File: src/rtl/sc_statemachinelanes.sv
// Lane sequencer for the frogger-style game: loads, shifts and freezes the car-lane
// shift registers, with shift speed doubling per level.
module sc_statemachinelanes #(
  parameter int TICK_BASE = 5000000,
  parameter int LANES     = 4
) (
  input  logic       SC_STATEMACHINELANES_CLOCK_50,
  input  logic       SC_STATEMACHINELANES_RESET_InLow,
  input  logic       SC_STATEMACHINELANES_startButton_InLow,
  input  logic       SC_STATEMACHINELANES_collision_InLow,
  input  logic       SC_STATEMACHINELANES_levelUp_InLow,
  output logic       SC_STATEMACHINELANES_clear_OutLow,
  output logic       SC_STATEMACHINELANES_load_OutLow,
  output logic [1:0] SC_STATEMACHINELANES_shiftselection_Out,
  output logic [2:0] SC_STATEMACHINELANES_laneSelect_Out,
  output logic [1:0] SC_STATEMACHINELANES_level_Out,
  output logic       SC_STATEMACHINELANES_gameOver_OutHigh
);

  typedef enum logic [2:0] {
    S_RESET0 = 3'd0,
    S_IDLE   = 3'd1,
    S_LOAD   = 3'd2,
    S_WAIT   = 3'd3,
    S_SHIFT  = 3'd4,
    S_FREEZE = 3'd5
  } state_t;

  localparam logic [2:0] LAST_LANE = 3'(LANES - 1);

  // Each level halves the wait; a base that shifts down to zero behaves like a one-cycle wait.
  function automatic logic [25:0] tick_reload(input logic [1:0] lvl);
    logic [25:0] base;
    base = 26'(TICK_BASE >> lvl);
    if (base == 26'd0) begin
      return 26'd0;
    end else begin
      return base - 26'd1;
    end
  endfunction

  state_t      state_q, state_d;
  logic [2:0]  lane_q, lane_d;
  logic [1:0]  level_q, level_d;
  logic [25:0] tick_q, tick_d;
  logic        start_prev_q;
  logic        start_press_s;
  logic        collision_s;
  logic        level_up_s;

  assign start_press_s = start_prev_q & ~SC_STATEMACHINELANES_startButton_InLow;
  assign collision_s   = ~SC_STATEMACHINELANES_collision_InLow;
  assign level_up_s    = ~SC_STATEMACHINELANES_levelUp_InLow;

  // Next-state logic; collision outranks levelUp, which outranks tick expiry.
  always_comb begin
    state_d = state_q;
    lane_d  = lane_q;
    level_d = level_q;
    tick_d  = tick_q;
    case (state_q)
      S_RESET0: begin
        state_d = S_IDLE;
        lane_d  = 3'd0;
      end
      S_IDLE: begin
        if (start_press_s) begin
          state_d = S_LOAD;
          lane_d  = 3'd0;
        end else begin
          state_d = S_IDLE;
        end
      end
      S_LOAD: begin
        if (lane_q == LAST_LANE) begin
          state_d = S_WAIT;
          lane_d  = 3'd0;
          tick_d  = tick_reload(level_q);
        end else begin
          lane_d  = lane_q + 3'd1;
        end
      end
      S_WAIT: begin
        if (collision_s) begin
          state_d = S_FREEZE;
        end else if (level_up_s) begin
          state_d = S_LOAD;
          lane_d  = 3'd0;
          level_d = (level_q == 2'd3) ? 2'd3 : level_q + 2'd1;
        end else if (tick_q == 26'd0) begin
          state_d = S_SHIFT;
          lane_d  = 3'd0;
        end else begin
          tick_d  = tick_q - 26'd1;
        end
      end
      S_SHIFT: begin
        if (collision_s) begin
          state_d = S_FREEZE;
          lane_d  = 3'd0;
        end else if (lane_q == LAST_LANE) begin
          state_d = S_WAIT;
          lane_d  = 3'd0;
          tick_d  = tick_reload(level_q);
        end else begin
          lane_d  = lane_q + 3'd1;
        end
      end
      S_FREEZE: begin
        if (start_press_s) begin
          state_d = S_RESET0;
          level_d = 2'd0;
          tick_d  = 26'd0;
        end else begin
          state_d = S_FREEZE;
        end
      end
      default: begin
        state_d = S_RESET0;
        lane_d  = 3'd0;
        level_d = 2'd0;
        tick_d  = 26'd0;
      end
    endcase
  end

  // State registers; reset lands in RESET_0 so clear is driven low while held.
  always_ff @(posedge SC_STATEMACHINELANES_CLOCK_50 or negedge SC_STATEMACHINELANES_RESET_InLow) begin
    if (!SC_STATEMACHINELANES_RESET_InLow) begin
      state_q      <= S_RESET0;
      lane_q       <= 3'd0;
      level_q      <= 2'd0;
      tick_q       <= 26'd0;
      start_prev_q <= 1'b1;
    end else begin
      state_q      <= state_d;
      lane_q       <= lane_d;
      level_q      <= level_d;
      tick_q       <= tick_d;
      start_prev_q <= SC_STATEMACHINELANES_startButton_InLow;
    end
  end

  // Output decode from the registered state; even lanes shift left, odd lanes right.
  always_comb begin
    SC_STATEMACHINELANES_clear_OutLow       = 1'b1;
    SC_STATEMACHINELANES_load_OutLow        = 1'b1;
    SC_STATEMACHINELANES_shiftselection_Out = 2'b11;
    SC_STATEMACHINELANES_laneSelect_Out     = 3'd0;
    SC_STATEMACHINELANES_gameOver_OutHigh   = 1'b0;
    SC_STATEMACHINELANES_level_Out          = level_q;
    case (state_q)
      S_RESET0: SC_STATEMACHINELANES_clear_OutLow = 1'b0;
      S_LOAD: begin
        SC_STATEMACHINELANES_load_OutLow    = 1'b0;
        SC_STATEMACHINELANES_laneSelect_Out = lane_q;
      end
      S_SHIFT: begin
        SC_STATEMACHINELANES_shiftselection_Out = lane_q[0] ? 2'b10 : 2'b01;
        SC_STATEMACHINELANES_laneSelect_Out     = lane_q;
      end
      S_FREEZE: SC_STATEMACHINELANES_gameOver_OutHigh = 1'b1;
      default:  SC_STATEMACHINELANES_clear_OutLow = 1'b1;
    endcase
  end

endmodule

File: config.mk
export PLATFORM = sky130hd
export DESIGN_NAME = sc_statemachinelanes
export DESIGN_NICKNAME = d
export VERILOG_FILES = /design/src/rtl/sc_statemachinelanes.sv
export SDC_FILE = /design/constraint.sdc
export NUM_CORES = 1
export LEC_CHECK = 0
export ABC_AREA = 0
export BUFFER_PORTS_ARGS = -buffer_cell sky130_fd_sc_hd__buf_2
export CAP_MARGIN = 5
export CORE_ASPECT_RATIO = 0.7
export CORE_MARGIN = 4
export CORE_UTILIZATION = 55
export DETAILED_ROUTE_END_ITERATION = 10
export PLACE_DENSITY = 0.79
export SLEW_MARGIN = 20
export SYNTH_ARGS = -nofsm -noshare
export SYNTH_HDL_FRONTEND = slang
export SYNTH_SLANG_ARGS = --single-unit
File: constraint.sdc
create_clock -name SC_STATEMACHINELANES_CLOCK_50 -period 3 [get_ports SC_STATEMACHINELANES_CLOCK_50]
set_clock_uncertainty 0.05 [all_clocks]
set_input_delay 0.45 -clock SC_STATEMACHINELANES_CLOCK_50 [delete_from_list [all_inputs] [get_ports SC_STATEMACHINELANES_CLOCK_50]]
set_output_delay 0.45 -clock SC_STATEMACHINELANES_CLOCK_50 [all_outputs]
set_load 0.1 [all_outputs]
==> metrics.yaml <==
worstPathArrival_ps: 2890
max_stage_delay_ps: 560
async_flop_share: 1.00
dieHeight_um: 64.1
drtAntennaViolNets: 0
die_x_um: 88.1
antenna_found_initial: 0
clkTransAtPathRegs_ps: 70
place_area_um2: 2610
cp-startpoint: "tick_q[17]$_DFFE_PN0P_"
crit_chain: "or4_4 > or4_4 > o31a_1 > o21ai_2 > o21ai_0"
drc: 0
setup_tns_ps: 0
die_area_um2: 5640
grt_pass1_wl_um: 11600
ys_seq_area_frac: 0.355
num_vias: 2504
routed_wl_um: 6940
cts_resized: 0
post-route-util: 0.625
critPathBufInv: 0
r2r_cells: 5
numCtsBuffers: 5
reg2reg_slack_ps: 220
first_iter_violations: 385
synth_cell_types: 54
yosysWarnings: 0
drtPass1Iterations: 5
grt_pass1_vias: 2279
relSlewSlack: 0.315
cts-root-buf: "clkbuf_8"
post_drt_wl_per_cell_um: 19.7
path_class: "reg2reg"
drive_gt1_frac: 0.148
syn_inst: 282
drv_slew: 0
cp_slowest_cell: "or4_4"
crit_required_ps: 3120
ctsHtreeMaxLevel: 2
rows: 20
synth.avg_cell_area_um2: 8.75
timing.rr.start: "tick_q[17]$_DFFE_PN0P_"
cp-start-kind: "flip-flop"
io_pins: 15
synth_edf_count: 0
grtUsageTotal: 0.265
cp_top_family: "simple AND/OR/NAND/NOR gates"
nNetsFinal: 312
r2r-end: "tick_q[6]$_DFFE_PN0P_"
clock_sinks: 35
n_antenna_cell: 0
avgViaCountPerCell: 7.11
tightestPinTransition_ps: 1030
postCtsSetupRepairBufs: 0
hold_viol_final: 0
ys.flop_type: "dfrtp_1"
port_buffers: 14
start_util: 0.570
setup_viol: 0
clk_latency_ps: 290
finalCritPeriodShare: 0.925
netlist_area_um2: 2470
crit_top_cell: "or4_4"
synth_nets: 298
crit_fanout: 16
rsz0062_at_grt: "no"
routabilityCongestion: 0.913
synth-seq-cells: 35
post-dp-hpwl_um: 4920
core_um2: 4330
cap_violations: 0
grt_remaining_overflow: 0
status: "completed"
fin_area_um2: 2710
hp-class: "in2async"
crit_path_end_kind: "flip-flop"
clock.fmax_ghz: 0.360
syn2layout_area_growth_pct: 9.63
cts_hold_buf: 0
cts_tree: "yes"
cts_buffer_depth: 2
layout_min_cycle_time_ps: 2780
grt_max_degree: 36
==> layer usage <==
| layer | vias up | part of all wire | track usage |
|---|---|---|---|
| li1 | 1121 | - | - |
| met1 | 1195 | 0.45 | 0.404 |
| met2 | 172 | 0.42 | 0.360 |
| met3 | 16 | 0.11 | 0.0722 |
| met4 | 0 | 0.018 | 0.0849 |
| met5 | - | 0 | 0 |
==> synth_stat cells (all sizes together), types with 3 or more instances <==
cell type  instances  area (um^2)
a21oi              7         38.8
a32o              18          180
and2               5         31.3
buf                5         36.3
clkbuf            12         45.0
dfrtp             34          851
ha                11          138
inv                9         33.8
nand2             20         75.1
nand2b             5         31.3
nand3             11         55.1
nand3b             3         22.5
nand4             10         62.6
nand4b             3         26.3
nor2              25         93.8
nor2b              5         31.3
nor3               9         45.0
nor4               8         50.1
o21a               3         22.5
o21ai             16         83.8
o22ai              9         56.3
o31ai              4         43.8
o32ai              4         35.0
or2                4         25.0
or3               10         62.6
or4                7         60.1
==> sequential cells by signal (all words and copies together) (netlist names) <==
name and count:
state_q 3, tick_q 26, lane_q 3, SC_STATEMACHINELANES_level_Out 2
start_prev_q 1
==> final cells by class <==
| class | count | area (um^2) |
|---|---|---|
| sequential | 35 | 877 |
| fill | 359 | 1620 |
| clock buffer | 8 | 100 |
| timing repair buffer | 24 | 145 |
| multi-input combinational | 221 | 1480 |
| inverter | 9 | 33.8 |
| tap | 55 | 68.8 |
==> through the flow <==
| stage | cells | hold WS, ps | worst slack (ps) |
|---|---|---|---|
| 3_3_place_gp | 344 | 457 | 356 |
| 3_5_place_dp | 344 | 462 | 309 |
| 6_report | 352 | 171 | 225 |
| 4_1_cts | 352 | 202 | 283 |
| 5_1_grt | 352 | 221 | 134 |
| 2_1_floorplan | 282 | 104 | 399 |
==> logic make-up after synthesis <==
group / share of synthesized area
DFF: 0.355
and+or+nand+nor: 0.289
adders and majority gates: 0.0558
AOI/OAI and AO/OA: 0.240
muxes: 0.00608
buffers and inverters: 0.0466
xor gates and xnor gates: 0.00710
==> how the worst max path moves through the flow <==
stage,to,cells after the start
global placement,tick_q[6]$_DFFE_PN0P_,5
CTS,tick_q[16]$_DFFE_PN0P_,6
floorplan,tick_q[1]$_DFFE_PN0P_,7
global route,tick_q[6]$_DFFE_PN0P_,5
finish,tick_q[6]$_DFFE_PN0P_,5
detailed placement,tick_q[16]$_DFFE_PN0P_,6
==> cell usage in the layout (no fill, tap or decap), drive strengths merged, types with 10 or more instances in the layout <==
master	instances
buf	24
o21ai	16
dfrtp	34
or3	10
a32o	18
ha	11
nand2	20
nor2	25
nand3	11
nand4	10
Power is not shown: default switching activity piles up to over one toggle a cycle in this logic, so the estimate is an artifact.
